==> src/rtl/fetch_buffer.sv <==
// Fetch-to-decode instruction queue: circular FIFO of (pc, instr) pairs
// with first-word fall-through, flush on redirect and stall counting.
module fetch_buffer #(
  parameter int DEPTH   = 4,
  parameter int PC_W    = 32,
  parameter int INSTR_W = 32,
  parameter int CNT_W   = 16,
  localparam int AW     = $clog2(DEPTH),
  localparam int CW     = $clog2(DEPTH + 1)
) (
  input  logic               clk,
  input  logic               rst,
  input  logic               in_valid,
  output logic               in_ready,
  input  logic [PC_W-1:0]    in_pc,
  input  logic [INSTR_W-1:0] in_instr,
  input  logic               flush,
  output logic               out_valid,
  input  logic               out_ready,
  output logic [PC_W-1:0]    out_pc,
  output logic [INSTR_W-1:0] out_instr,
  output logic [CW-1:0]      count,
  output logic [CNT_W-1:0]   stall_cycles
);

  localparam logic [CW-1:0] FULL = CW'(DEPTH);

  logic [PC_W-1:0]    pc_mem    [DEPTH];
  logic [INSTR_W-1:0] instr_mem [DEPTH];

  logic [AW-1:0] wr_ptr;
  logic [AW-1:0] rd_ptr;
  logic          push;
  logic          pop;
  logic          stall;

  // in_ready looks only at stored state, never at out_ready
  assign in_ready  = (count < FULL);
  assign out_valid = (count != '0);
  assign push      = in_valid & in_ready & ~flush;
  assign pop       = out_valid & out_ready & ~flush;
  assign stall     = in_valid & ~in_ready & ~flush;

  assign out_pc    = out_valid ? pc_mem[rd_ptr]    : '0;
  assign out_instr = out_valid ? instr_mem[rd_ptr] : '0;

  always_ff @(posedge clk) begin
    if (push) begin
      pc_mem[wr_ptr]    <= in_pc;
      instr_mem[wr_ptr] <= in_instr;
    end
  end

  always_ff @(posedge clk or negedge rst) begin
    if (!rst) begin
      wr_ptr <= '0;
      rd_ptr <= '0;
      count  <= '0;
    end else if (flush) begin
      wr_ptr <= '0;
      rd_ptr <= '0;
      count  <= '0;
    end else begin
      if (push) wr_ptr <= wr_ptr + 1'b1;
      if (pop)  rd_ptr <= rd_ptr + 1'b1;
      unique case ({push, pop})
        2'b10:   count <= count + 1'b1;
        2'b01:   count <= count - 1'b1;
        default: count <= count;
      endcase
    end
  end

  always_ff @(posedge clk or negedge rst) begin
    if (!rst) begin
      stall_cycles <= '0;
    end else if (stall && stall_cycles != '1) begin
      stall_cycles <= stall_cycles + 1'b1;
    end
  end

endmodule

==> config.mk <==
export PLATFORM = sky130hd
export DESIGN_NAME = fetch_buffer
export DESIGN_NICKNAME = d
export VERILOG_FILES = /design/src/rtl/fetch_buffer.sv
export SDC_FILE = /design/constraint.sdc
export NUM_CORES = 1
export LEC_CHECK = 0
export ABC_AREA = 1
export BUFFER_PORTS_ARGS = -buffer_cell sky130_fd_sc_hd__buf_2
export CAP_MARGIN = 20
export CORE_UTILIZATION = 62
export CTS_CLUSTER_DIAMETER = 150
export DETAILED_ROUTE_END_ITERATION = 6
export HOLD_SLACK_MARGIN = 0.1
export PLACE_DENSITY = 0.91
export SKIP_LAST_GASP = 1
export SLEW_MARGIN = 25
export SYNTH_ARGS = -nofsm -noshare
export SYNTH_HDL_FRONTEND = slang
export SYNTH_SLANG_ARGS = --single-unit
==> constraint.sdc <==
create_clock -name clk -period 6.3 [get_ports clk]
set_input_delay 0 -clock clk [delete_from_list [all_inputs] [get_ports clk]]
set_output_delay 0 -clock clk [all_outputs]
set_load 0.02 [all_outputs]
== Yosys cells after proc, flatten, opt, wreduce, memory -nomap -nowiden ==
Memory sizes are Yosys's and may differ from the RTL's.
Index checks and enable logic that the tools add are counted.
Storage, ports and cells
  flip-flop bits (word level): 23
  RAM bits: 256
  input port bits: 69
  output and inout port bits: 85
  word-level logic and storage cells: 38
  memories: 2
Cells by class
  add/subtract/negate cells: 5
  magnitude comparators: 1
  equality and inequality tests: 3
  multiplexer cells: 10
  bitwise logic cells: 8
  reduce and logical (&&, ||, !) cells: 5
Memory list
  instr_mem: depth 4, width 32, read ports 1, clocked after Yosys merged registers in 0, wr ports 1, RTL line 29  | logic [INSTR_W-1:0] instr_mem [DEPTH];
  pc_mem: depth 4, width 32, read ports 1, clocked after Yosys merged registers in 0, wr ports 1, RTL line 28  | logic [PC_W-1:0] pc_mem [DEPTH];
Operators by type and width (count)
  2-to-1 mux 32 bit: 2
  adder 16 x 1 -> 16 bit (second input constant): 1
  != test 16 bit (second input constant): 1
  2-to-1 mux 2 bit: 4
  bitwise AND 1 bit: 6
  case mux 3 bit (2 select lines): 1
  nonzero test 3 bit: 2
  adder 2 x 1 -> 2 bit (second input constant): 2
  nonzero test 2 bit: 2
  adder 3 x 1 -> 3 bit (second input constant): 1
  < comparator 3 bit (second input constant): 1
  2-to-1 mux 3 bit: 1
  subtractor 3 x 1 -> 3 bit (second input constant): 1
  == test 2 x 1 -> 1 bit (second input constant): 1
  == test 2 bit (second input constant): 1
  2-to-1 mux 1 bit: 2
  NOT 1 bit: 2
  logical AND 1 bit: 1

== Logic depth before layout (Yosys ltp) ==
  word-level depth: 6
  mapped depth: 9
  gate-level depth less buffers: 9

== Worst setup path before layout ==
No wires, ideal clock.
  path kind: register -> register
  start point: reg count[2]
  end point: mem instr_mem[0][0] (enable)
  setup time: 487 ps
  arrival time: 3539 ps
  required time: 5813 ps
  slack: 2274 ps
  stages on the path, launching flop included: 4
  buffers on the path: 0
  clock period less this slack: 4026 ps
  cells stage by stage: dfrtp_1 -> inv_2 -> nand3_1 -> nor2_1
On the way
  word-level cells in the longest chain between the ends: 5
RTL lines
  start, declared: RTL line 22  | output logic [CW-1:0] count,
  start signal, assigned: RTL line 67  | 2'b10: count <= count + 1'b1;
  start signal, assigned: RTL line 68  | 2'b01: count <= count - 1'b1;
  start signal, assigned: RTL line 69  | default: count <= count;
  < comparator 3 bit: RTL line 38  | assign in_ready = (count < FULL);
  via in_ready: RTL line 14  | output logic in_ready,
  bitwise AND 1 bit (2 in a row): RTL line 40  | assign push = in_valid & in_ready & ~flush;
  2-to-1 mux 1 bit: RTL line 48  | if (push) begin
  2-to-1 mux 1 bit (implied by the code): RTL line 50  | instr_mem[wr_ptr] <= in_instr;
  end, declared: RTL line 29
The timed path passes the listed nets, and every way through them passes these cells.

== Worst setup path in the final report ==
  start point: reg rd_ptr[0]
  end point: out out_instr[27]
On the way
  word-level cells in the longest chain between the ends: 2
RTL lines
  start, declared: RTL line 32  | logic [AW-1:0] rd_ptr;
  start signal, assigned: RTL line 65  | if (pop) rd_ptr <= rd_ptr + 1'b1;
  memory read (4 x 32 bit)
  2-to-1 mux 32 bit: RTL line 45  | assign out_instr = out_valid ? instr_mem[rd_ptr] : '0;
  end, declared: RTL line 21  | output logic [INSTR_W-1:0] out_instr,
Every way passes these cells.

==> impl_results.md <==
* Overflow after GRT at 0
* Routed vias/inst at 5.72
* Status: completed
* Fin crit share at 0.502
* Worst path cell trace: clkinv_2 > buf_4 > o21ai_0 > a21oi_1 > buf_2
* Ys flop type: edfxtp_1
* Synth Cell Area at 0.0113 mm2
* Most common library cells after synthesis: nor2_1, edfxtp_1, o21ai_0
* Async set-reset flop share out of synthesis at 0.0824
* Final Hold Viols at 0
* CTS tree: built
* RSZ-0062 raised after global routing: no
* Max stage delay on crit path at 0.79 ns
* CP required at 6.30 ns
* Top cells by area, synth: edfxtp_1, nor2_1, o21ai_0, dfrtp_1, a21oi_1
* Post-CTS Resized at 0
* Die height at 137 um
* Most frequent cell after synthesis: nor2_1
* Pwr Density at 419 mW/mm2
* Final WS setup at 3.14 ns
* Cell taking the most area after synthesis: edfxtp_1
* Reg2reg path depth at 4
* GRT Util Overall at 0.283
* Register area share after synthesis at 0.729
* RR Startpoint: count[2]
* Htree depth at 1
* Startpoint types: register
* Average cell area after synthesis at 12.0 um2
* MaxCap Viol Count at 0
* Slew @ Worst Pin at 0.974 ns
* Row cnt at 49
* Vias in the first global route at 8136
* Die Area at 0.0188 mm2
* Core area at 0.0180 mm2
* CTS Root Cell: clkbuf_16
* # IOs at 154
* Yosys cell types at 30
* Net count after synthesis at 1016
* Layout cell share with drive strength beyond 1 at 0.197
* First-pass GRT wire length at 40.1 mm
* Detail Placement HPWL at 13.9 mm
* DRC Markers at 0
* Clk_lat worst skew at 0.53 ns
* Clock slew at reported path FFs at 0.07 ns
* HP Class: input pin to async pin
* Final Total Pwr at 5.75 mW
* Largest net degree at the start of global routing at 110
* Post-placement setup slack at 3.60 ns
* Highest fanout seen on the critical path at 109
* Drt total wl at 26.4 mm
* Fin util at 0.764
* Arr. time, crit path at 3.16 ns
* R2r endpoint: instr_mem[3][27]
* Cells after synthesis at 941
* Clk buf depth at 3
* Fin Clk Skew at 0.0179 ns
* Critical path endpoint category: output port
* IO Port Bufs at 153
* Synthesized flop and latch total at 279
* Slowest CP cell: buf_4
* GPL Wtd Cong at 0.820
* # Post-CTS Setup Buffers at 0
* DR WL/cell at 18.8 um
* Initial DRC Count at 732
* Critical path class: register to output port
* Synth top area share at 0.678
* Initial DRT Pass Iterations at 5
* Final Net Count at 1227
* Worst hold slack at 0.0532 ns
* Setup TNS at 0 ns
* Initial Util at 0.631
* Die W at 137 um
* Leak at 5.16 nW
* Detailed-route via count at 8021
* Layout Area Growth over Synthesis at 21.1%
* Max transition margin at 0.351
* Initial antenna violation count at 1
* Antenna Nets Post-Route at 0
* R2R Setup Slk at 3.64 ns
* Synthesis warning total at 0
* EDFF count, synth at 256
* CTS hold repair buffers at 71
* Max VDD drop at 392 uV
* CTS buffer count at 26
* Clock sinks at 279
* Post-route minimum period at 3.16 ns
* Final setup viols at 0
* Final Max Tran Viols at 0
* Max Freq at 316 MHz
[critical path: cells and delay by family (launching register included)]
kind | cells | cell delay [ns]
AOI/OAI and AO/OA | 2 | 0.64
DFF | 1 | 0.67
buffers and inverters | 3 | 1.31
[cell type report]
class / count / area [um2]
Timing Repair Buffer: 233 / 1540
Tap cell: 229 / 287
Clock inverter: 10 / 81.3
Multi-Input combinational cell: 586 / 2740
Antenna cell: 2 / 5.00
Fill cell: 1072 / 4240
Clock buffer: 38 / 706
Sequential cell: 279 / 8270
Inverter: 26 / 98.8
[metal layers]
metal,share of wire,track usage
met3,0.072,0.0442
met2,0.52,0.479
met4,0.034,0.151
met5,0,0
met1,0.37,0.352
[where the power goes]
group | internal, mW | switching (mW) | leakage [nW]
logic | 0.559 | 1.39 | 2.15
clock network | 0.819 | 0.651 | 0.384
registers | 2.22 | 0.111 | 2.62
total | 3.60 | 2.15 | 5.16
[through the flow]
| stage | area, um2 | cells |
|---|---|---|
| 2_1_floorplan | 11300 | 941 |
| 3_3_place_gp | 12200 | 1282 |
| 3_5_place_dp | 12200 | 1282 |
| 4_1_cts | 13700 | 1401 |
| 5_1_grt | 13700 | 1402 |
| 6_report | 13700 | 1403 |
[layout by cell type, fill, tap and decap left out, types with 2 or more instances in the layout]
| cell type | count |
|---|---|
| nor2_1 | 268 |
| nor2_4 | 5 |
| nor3_2 | 2 |
| inv_2 | 5 |
| buf_2 | 154 |
| dlygate4sd3_1 | 70 |
| clkinv_2 | 5 |
| nand2_2 | 3 |
| nor2_2 | 3 |
| edfxtp_1 | 256 |
| o21ai_1 | 3 |
| clkbuf_1 | 11 |
| o21ai_2 | 8 |
| nand3_1 | 10 |
| diode_2 | 2 |
| o21ai_0 | 130 |
| nand4_1 | 3 |
| nand3_2 | 3 |
| a21oi_1 | 67 |
| inv_1 | 20 |
| dfrtp_1 | 21 |
| xor2_1 | 10 |
| nand2_1 | 60 |
| clkinv_1 | 4 |
| clkbuf_16 | 26 |
| buf_4 | 9 |
| ha_1 | 5 |
[cell families after synthesis]
| group | share of synthesized area |
|---|---|
| AO/OA/AOI/OAI | 0.0960 |
| XOR/XNOR | 0.00850 |
| adder cells (fa/ha/maj) | 0.00729 |
| buffers and inverters | 0.0318 |
| flip-flops | 0.729 |
| AND/OR/NAND/NOR | 0.127 |
[registers in the layout, indices dropped and copies added, names as in the netlist]
name and count:
count 3, pc_mem 128, instr_mem 128, stall_cycles 16, rd_ptr 2, wr_ptr 2
[worst max-delay path by stage]
stage                             to  depth (start not counted)  startpoint  slack (ns)
global route           out_instr[27]                          5   rd_ptr[0]        2.93
CTS                    out_instr[27]                          5   rd_ptr[0]        3.10
finish                 out_instr[27]                          5   rd_ptr[0]        3.14
detailed placement  instr_mem[3][16]                          4    count[2]        3.60
global placement    instr_mem[3][16]                          4    count[2]        3.65
floorplan            instr_mem[0][0]                          3    count[2]        2.27
Power figures use the tool's default switching activity.
